`src/rtl/wb_commit_arbiter.sv`:
```
// rtl/wb_commit_arbiter.sv - round-robin writeback arbiter, NUM_UNITS requesters onto NUM_PORTS commit ports
// Optional registered commit output: WB_ARB_REGISTERED_OUTPUT_EN.

package wb_commit_arbiter_pkg;
    typedef logic [5:0] id_t;
    typedef logic [5:0] phys_addr_t;

    typedef struct packed {
        logic       valid;
        id_t        id;
        phys_addr_t phys_addr;
        logic [31:0] data;
    } commit_packet_t;
endpackage

module wb_commit_arbiter
    import wb_commit_arbiter_pkg::*;
#(
    parameter int NUM_UNITS = 4,
    parameter int NUM_PORTS = 2
) (
    input  logic                                 clk,
    input  logic                                 rst,
    input  logic                                 writeback_supress,
    input  logic [NUM_UNITS-1:0]                 unit_done,
    input  id_t [NUM_UNITS-1:0]                  unit_id,
    input  phys_addr_t [NUM_UNITS-1:0]           unit_phys_addr,
    input  logic [NUM_UNITS-1:0][31:0]           unit_data,
    output logic [NUM_UNITS-1:0]                 unit_ack,
    output commit_packet_t [NUM_PORTS-1:0]       commit
);

    localparam int PTR_W = $clog2(NUM_UNITS);
    localparam int CNT_W = $clog2(NUM_PORTS + 1);

    logic [PTR_W-1:0] rr_ptr;
    logic [PTR_W-1:0] rr_ptr_next;
    logic [PTR_W-1:0] idx;
    logic [PTR_W-1:0] last_idx;
    logic [CNT_W-1:0] cnt;
    logic             rst_d;
    logic             block;
    logic             any_grant;
    commit_packet_t [NUM_PORTS-1:0] comb_commit;

    // Grants are also held off for one cycle after reset is released.
    always_ff @(posedge clk) begin
        if (rst) begin
            rst_d  <= 1'b1;
            rr_ptr <= '0;
        end else begin
            rst_d  <= 1'b0;
            rr_ptr <= rr_ptr_next;
        end
    end

    always_comb begin
        unit_ack    = '0;
        comb_commit = '0;
        cnt         = '0;
        idx         = '0;
        last_idx    = rr_ptr;
        any_grant   = 1'b0;
        block       = rst | rst_d | writeback_supress;
        for (int i = 0; i < NUM_UNITS; i++) begin
            idx = PTR_W'((int'(rr_ptr) + i) % NUM_UNITS);
            if (!block && unit_done[idx] && (cnt < CNT_W'(NUM_PORTS))) begin
                unit_ack[idx] = 1'b1;
                // k-th grant in scan order lands on port k, so idle ports stay on top
                for (int p = 0; p < NUM_PORTS; p++) begin
                    if (cnt == CNT_W'(p)) begin
                        comb_commit[p].valid     = 1'b1;
                        comb_commit[p].id        = unit_id[idx];
                        comb_commit[p].phys_addr = unit_phys_addr[idx];
                        comb_commit[p].data      = unit_data[idx];
                    end
                end
                cnt       = cnt + CNT_W'(1);
                last_idx  = idx;
                any_grant = 1'b1;
            end
        end
        rr_ptr_next = any_grant ? PTR_W'((int'(last_idx) + 1) % NUM_UNITS) : rr_ptr;
    end

`ifdef WB_ARB_REGISTERED_OUTPUT_EN
    commit_packet_t [NUM_PORTS-1:0] commit_q;

    // Suppressed cycles carry valid=0 in comb_commit, so the next edge clears the register.
    always_ff @(posedge clk) begin
        if (rst) begin
            commit_q <= '0;
        end else begin
            commit_q <= comb_commit;
        end
    end

    always_comb begin
        commit = commit_q;
        for (int p = 0; p < NUM_PORTS; p++) begin
            if (rst) begin
                commit[p].valid = 1'b0;
            end
        end
    end
`else
    assign commit = comb_commit;
`endif

endmodule

```
`config.mk`:
```
export PLATFORM = sky130hd
export DESIGN_NAME = wb_commit_arbiter
export DESIGN_NICKNAME = d
export VERILOG_FILES = /design/src/rtl/wb_commit_arbiter.sv
export SDC_FILE = /design/constraint.sdc
export NUM_CORES = 1
export LEC_CHECK = 0
export ABC_AREA = 1
export BUFFER_PORTS_ARGS = -buffer_cell sky130_fd_sc_hd__buf_2
export CAP_MARGIN = 15
export CORE_UTILIZATION = 35
export CTS_CLUSTER_SIZE = 10
export DETAILED_ROUTE_END_ITERATION = 16
export GPL_TIMING_DRIVEN = 0
export SETUP_SLACK_MARGIN = 0.2
export SLEW_MARGIN = 40
export SYNTH_ARGS = -nofsm -noshare
export SYNTH_HDL_FRONTEND = slang
export SYNTH_SLANG_ARGS = --single-unit
```
`constraint.sdc`:
```
create_clock -name clk -period 5.1 [get_ports clk]
set_clock_uncertainty 0.05 [all_clocks]
set_input_delay 0.255 -clock clk [delete_from_list [all_inputs] [get_ports clk]]
set_output_delay 0.255 -clock clk [all_outputs]
set_load 0.01 [all_outputs]
```
Word level (Yosys, flattened, before mapping)
Cells that the tools add are included.
{"block": "totals", "inputBits": 183, "word_cells": 107, "ff_bits": 3}
{"block": "classes", "addsub": 6, "bitwise": 5, "mux": 65, "eq_ne": 3, "order_cmp": 11, "n_reduce_logical": 15}
{"cell": "2-to-1 mux 45 bit", "n": 7}
{"cell": "2-to-1 mux 90 bit", "n": 3}
{"cell": "binary-select mux 32 bit (select 2 bit)", "n": 4}
{"cell": "2-to-1 mux 32 bit", "n": 4}
{"cell": "binary-select mux 6 bit (select 2 bit)", "n": 8}
{"cell": "2-to-1 mux 6 bit", "n": 8}
{"cell": "2-to-1 mux 4 bit", "n": 4}
{"cell": "2-to-1 mux 1 bit", "n": 14}
{"cell": "< comparator 2 x 3 -> 1 bit, second input constant", "n": 4}
{"cell": "OR 4 bit", "n": 3}
{"cell": "logical AND 1 bit", "n": 11}
{"cell": "2-to-1 mux 2 bit", "n": 5}
{"cell": "adder 2 x 1 -> 2 bit, second input constant", "n": 4}
{"cell": "binary-select mux 1 bit (select 2 bit)", "n": 4}
{"cell": "demux 1 bit (select 2 bit)", "n": 4}
{"cell": "greater-or-equal comparator 2 x 1 -> 1 bit, second input constant", "n": 4}
{"cell": "equality test 2 x 1 -> 1 bit, second input constant", "n": 3}
{"cell": "logical NOT 2 bit", "n": 3}
{"cell": "< comparator 2 bit, second input constant", "n": 3}
{"cell": "adder 2 bit, second input constant", "n": 2}
{"cell": "OR 1 bit", "n": 2}
{"cell": "logical NOT 1 bit", "n": 1}

Depth between registers and ports, before layout
{"block": "logic_depth", "word_depth": 15, "mapped_depth": 19, "ltp_nobuf": 16}

Worst setup path after synthesis
Ideal clock, no wire load.
{"block": "synth_path", "kind": "flip-flop to output port", "start": "register rr_ptr[0]", "end": "output port commit[43] (netlist bit)", "required_time_ns": 4.795, "path_stages_with_launch": 17, "arrival_ns": 2.958, "n_path_buf": 5, "setup_slack_ns": 1.837, "path_cell_list": "dfxtp_1 > inv_1 > clkbuf_1 > buf_2 > buf_2 > ha_1 > inv_1 > nand3_1 > nand3_2 > ha_1 > inv_1 > nand2_1 > nand2_2 > nand2_4 > buf_6 > buf_6 > a31oi_1"}
{"element": "start: declaration", "line": "36", "rtl": "logic [PTR_W-1:0] rr_ptr;"}
{"element": "start signal: assignment", "line": "53", "rtl": "rr_ptr <= rr_ptr_next;"}
{"element": "end: declaration", "line": "30", "rtl": "output commit_packet_t [NUM_PORTS-1:0] commit"}

==> out/qor.csv <==
stage,metric,value,unit
outcome,status,finished clean,
synthesis,syn-cell-area,7210,um^2
clocking,clockBufferDepth,2,
placed_design,gp_congestion,0.962,
finish,syn2layout_area_growth,25.4,%
synthesis,synth_fa_ha_area_share,1.39,%
detailed_routing,drt_iter0_markers,1257,
die,num_rows,52,
timing,setup-violations-final,0,
synthesis,ys_seq_elements,3,
synthesis,netlist_instances,1437,
power,p_leak,4.88,nW
timing,worst_pin_slew,0.889,ns
global_routing,grt_pass1_vias,10400,
detailed_routing,drcViolationCount,0,
detailed_routing,routed_wl,36700,um
placed_design,port_buffers,276,
worst_setup_path,end_kind,primary output,
timing,slew_viol_final,0,
finish,drive_above_1_share,25.3,%
timing,setup_tns,0,ns
job,drv_cap,0,
synthesis,synth_top_family_by_area,compound AO/OA/AOI/OAI gates,
timing,min_period,4.65,ns
clocking,root_buffer,clkbuf_16,
worst_setup_path,cp_max_fo,12,
synthesis,ys_types,32,
timing,timing.fmax,215,MHz
power,ir_worst_vdd,0.128,mV
detailed_routing,vias,11400,
die,start_util,35.6,%
synthesis,synth-xor-area-share,0,%
finish,layout_common_cells,"nand2_1 (495), buf_2 (302), o21ai_0 (293)",
detailed_routing,ant_nets,0,
clocking,clock-sinks,3,
worst_setup_path,crit_type,reg -> out,
synthesis,muxShareOfSynthArea,6.11,%
die,die_area,21200,um^2
detailed_routing,vias_per_cell,5.72,
clocking,path_clk_slew,0.03,ns
detailed_routing,drt_first_pass_iters,5,
clocking,htreeDepth,1,
clocking,insertion_delay,0.22,ns
finish,utilization,44.7,%
die,fp.dieW,146,um
die,die_y,146,um
timing,max_slew_margin,40.8,%
clocking,hold_buffers,0,
finish,final_common_cell,nand2_1,
synthesis,synth-simple-area-share,38.8,%
worst_setup_path,cp.arrival,4.35,ns
synthesis,ys_seq_area_share,0.833,%
global_routing,grt_max_degree,14,
detailed_routing,wl_per_cell,18.4,um
worst_setup_path,r2r_slack,1.37,ns
global_routing,antenna_found_initial,0,
placed_design,dpl.hpwl,27300,um
timing,finalCritPeriodShare,91.2,%
timing,hold_violations,0,
global_routing,track_usage,32.7,%
synthesis,syn-num-nets,1628,
finish,final_nets,1910,
synthesis,avgSynthCellArea,5.02,um^2
clocking,cts_made_buffers,3,
global_routing,grt_pass1_wl,56100,um
clocking,cts_tree,built,
global_routing,overflow,0,
die,boundaryPins,277,
timing,rsz0062_at_grt,false,
worst_setup_path,crit_required,4.80,ns
worst_hold_path,min_path_type,in -> reg,
synthesis,synth-compound-area-share,39.3,%
worst_setup_path,worst_setup_path_start_kind,flip-flop,
synthesis,ys_warn_count,0,
power,pwr_density_cell,276,nW/um^2
die,coreArea,20200,um^2
==> final timing paths <==
check,endpoint,startpoint,cells after the start
hold reg to reg,rr_ptr[1]$_SDFFE_PP0P_,rr_ptr[1]$_SDFFE_PP0P_,8
setup reg to reg,rr_ptr[0]$_SDFFE_PP0P_,rr_ptr[0]$_SDFFE_PP0P_,17
setup / recovery,commit[71],rr_ptr[0]$_SDFFE_PP0P_,16
hold / removal,rst_d$_DFF_P_,rst,1
==> per-stage QoR <==
stage	hold WS (ns)	instances	setup slack, ns	instance area [um^2]	power, mW
floorplan	0.233	1437	1.84	7210	1.54
global placement	0.391	1983	0.360	8930	2.26
detailed placement	0.389	1983	0.335	8930	2.28
CTS	0.171	1987	0.372	9010	2.41
global route	0.176	1988	0.266	9040	2.72
finish	0.179	1989	0.448	9040	2.49
==> area by class of cell <==
type,count,area [um^2]
Fill cell,2359,11200
Multi-Input combinational cell,1200,6170
Timing Repair Buffer,278,1400
Buffer,125,581
Inverter,108,409
Tap cell,270,338
Clock buffer,4,78.8
Sequential cell,3,60.1
Antenna cell,1,2.50
==> flip-flops by register name, summed over array words and instances, names as in the netlist <==
signal	flops
rst_d	1
rr_ptr	2
==> where the power goes <==
| group | leakage, nW | switching [mW] | internal [mW] | total (mW) |
|---|---|---|---|---|
| combinational | 4.82 | 1.57 | 0.764 | 2.33 |
| clock | 0.0382 | 0.0208 | 0.103 | 0.124 |
| sequential | 0.0249 | 0.00876 | 0.0275 | 0.0362 |
| total | 4.88 | 1.60 | 0.895 | 2.49 |
==> cells by family (layout without fill, tap and decap cells) <==
family | after synthesis | in the layout
other | 0 | 1
buffers and inverters | 234 | 515
adder cells (fa/ha/maj) | 8 | 8
AO/OA/AOI/OAI | 494 | 494
multiplexers | 44 | 44
flip-flops | 3 | 3
AND/OR/NAND/NOR | 654 | 654
==> what timing repair did <==
action | in CTS | in global routing
resized for setup | 4 | 11
setup endpoints to repair | 26 | 41
pin swaps | 0 | 0
buffers inserted | 0 | 2
==> synth_stat cells <==
| library cell | count | area, um^2 |
|---|---|---|
| buf_1 | 15 | 56.3 |
| o21ai_0 | 293 | 1470 |
| or2_2 | 85 | 532 |
| inv_1 | 103 | 387 |
| o31ai_1 | 42 | 315 |
| inv_2 | 5 | 18.8 |
| nand3_1 | 55 | 275 |
| nand2_2 | 8 | 50.1 |
| o22ai_1 | 44 | 275 |
| buf_2 | 27 | 135 |
| o21ai_1 | 16 | 80.1 |
| o2111ai_1 | 4 | 35.0 |
| nand2_4 | 1 | 11.3 |
| a21oi_4 | 1 | 16.3 |
| ha_1 | 8 | 100 |
| clkbuf_2 | 1 | 5.00 |
| nand3_2 | 2 | 20.0 |
| a21oi_1 | 2 | 10.0 |
| o21a_1 | 44 | 330 |
| a31oi_1 | 46 | 288 |
| buf_6 | 6 | 67.6 |
| a21boi_1 | 1 | 7.51 |
| nor2_1 | 4 | 15.0 |
| mux2i_1 | 44 | 440 |
| buf_4 | 5 | 37.5 |
| nor3_4 | 1 | 16.3 |
| nor2_4 | 1 | 11.3 |
| dfxtp_1 | 3 | 60.1 |
| nand2_1 | 496 | 1860 |
| clkbuf_1 | 72 | 270 |
| nor2_2 | 1 | 6.26 |
| o211ai_1 | 1 | 7.51 |
==> routing by layer <==
metal / GRT usage, % / share of wire (%) / wire, um / vias up
met5: 0 / 0 / 0 / -
met4: 10.9 / 2.6 / 959 / 0
met3: 3.67 / 11 / 3890 / 72
met2: 53.7 / 45 / 16600 / 734
met1: 44.4 / 42 / 15300 / 5155
li1: - / - / - / 5413
==> critical path, stage by stage, from the launching register on <==
cell	delay, ns
dfxtp_1	0.47
inv_1	0.17
clkbuf_2	0.26
buf_2	0.26
buf_2	0.23
ha_1	0.44
clkinvlp_4	0.18
buf_4	0.16
nand2_1	0.05
nand2_1	0.09
nand3_2	0.10
clkbuf_1	0.52
clkbuf_1	0.53
o22ai_1	0.18
a31oi_1	0.26
inv_1	0.06
buf_2	0.14
(Power assumes the default switching activity.)
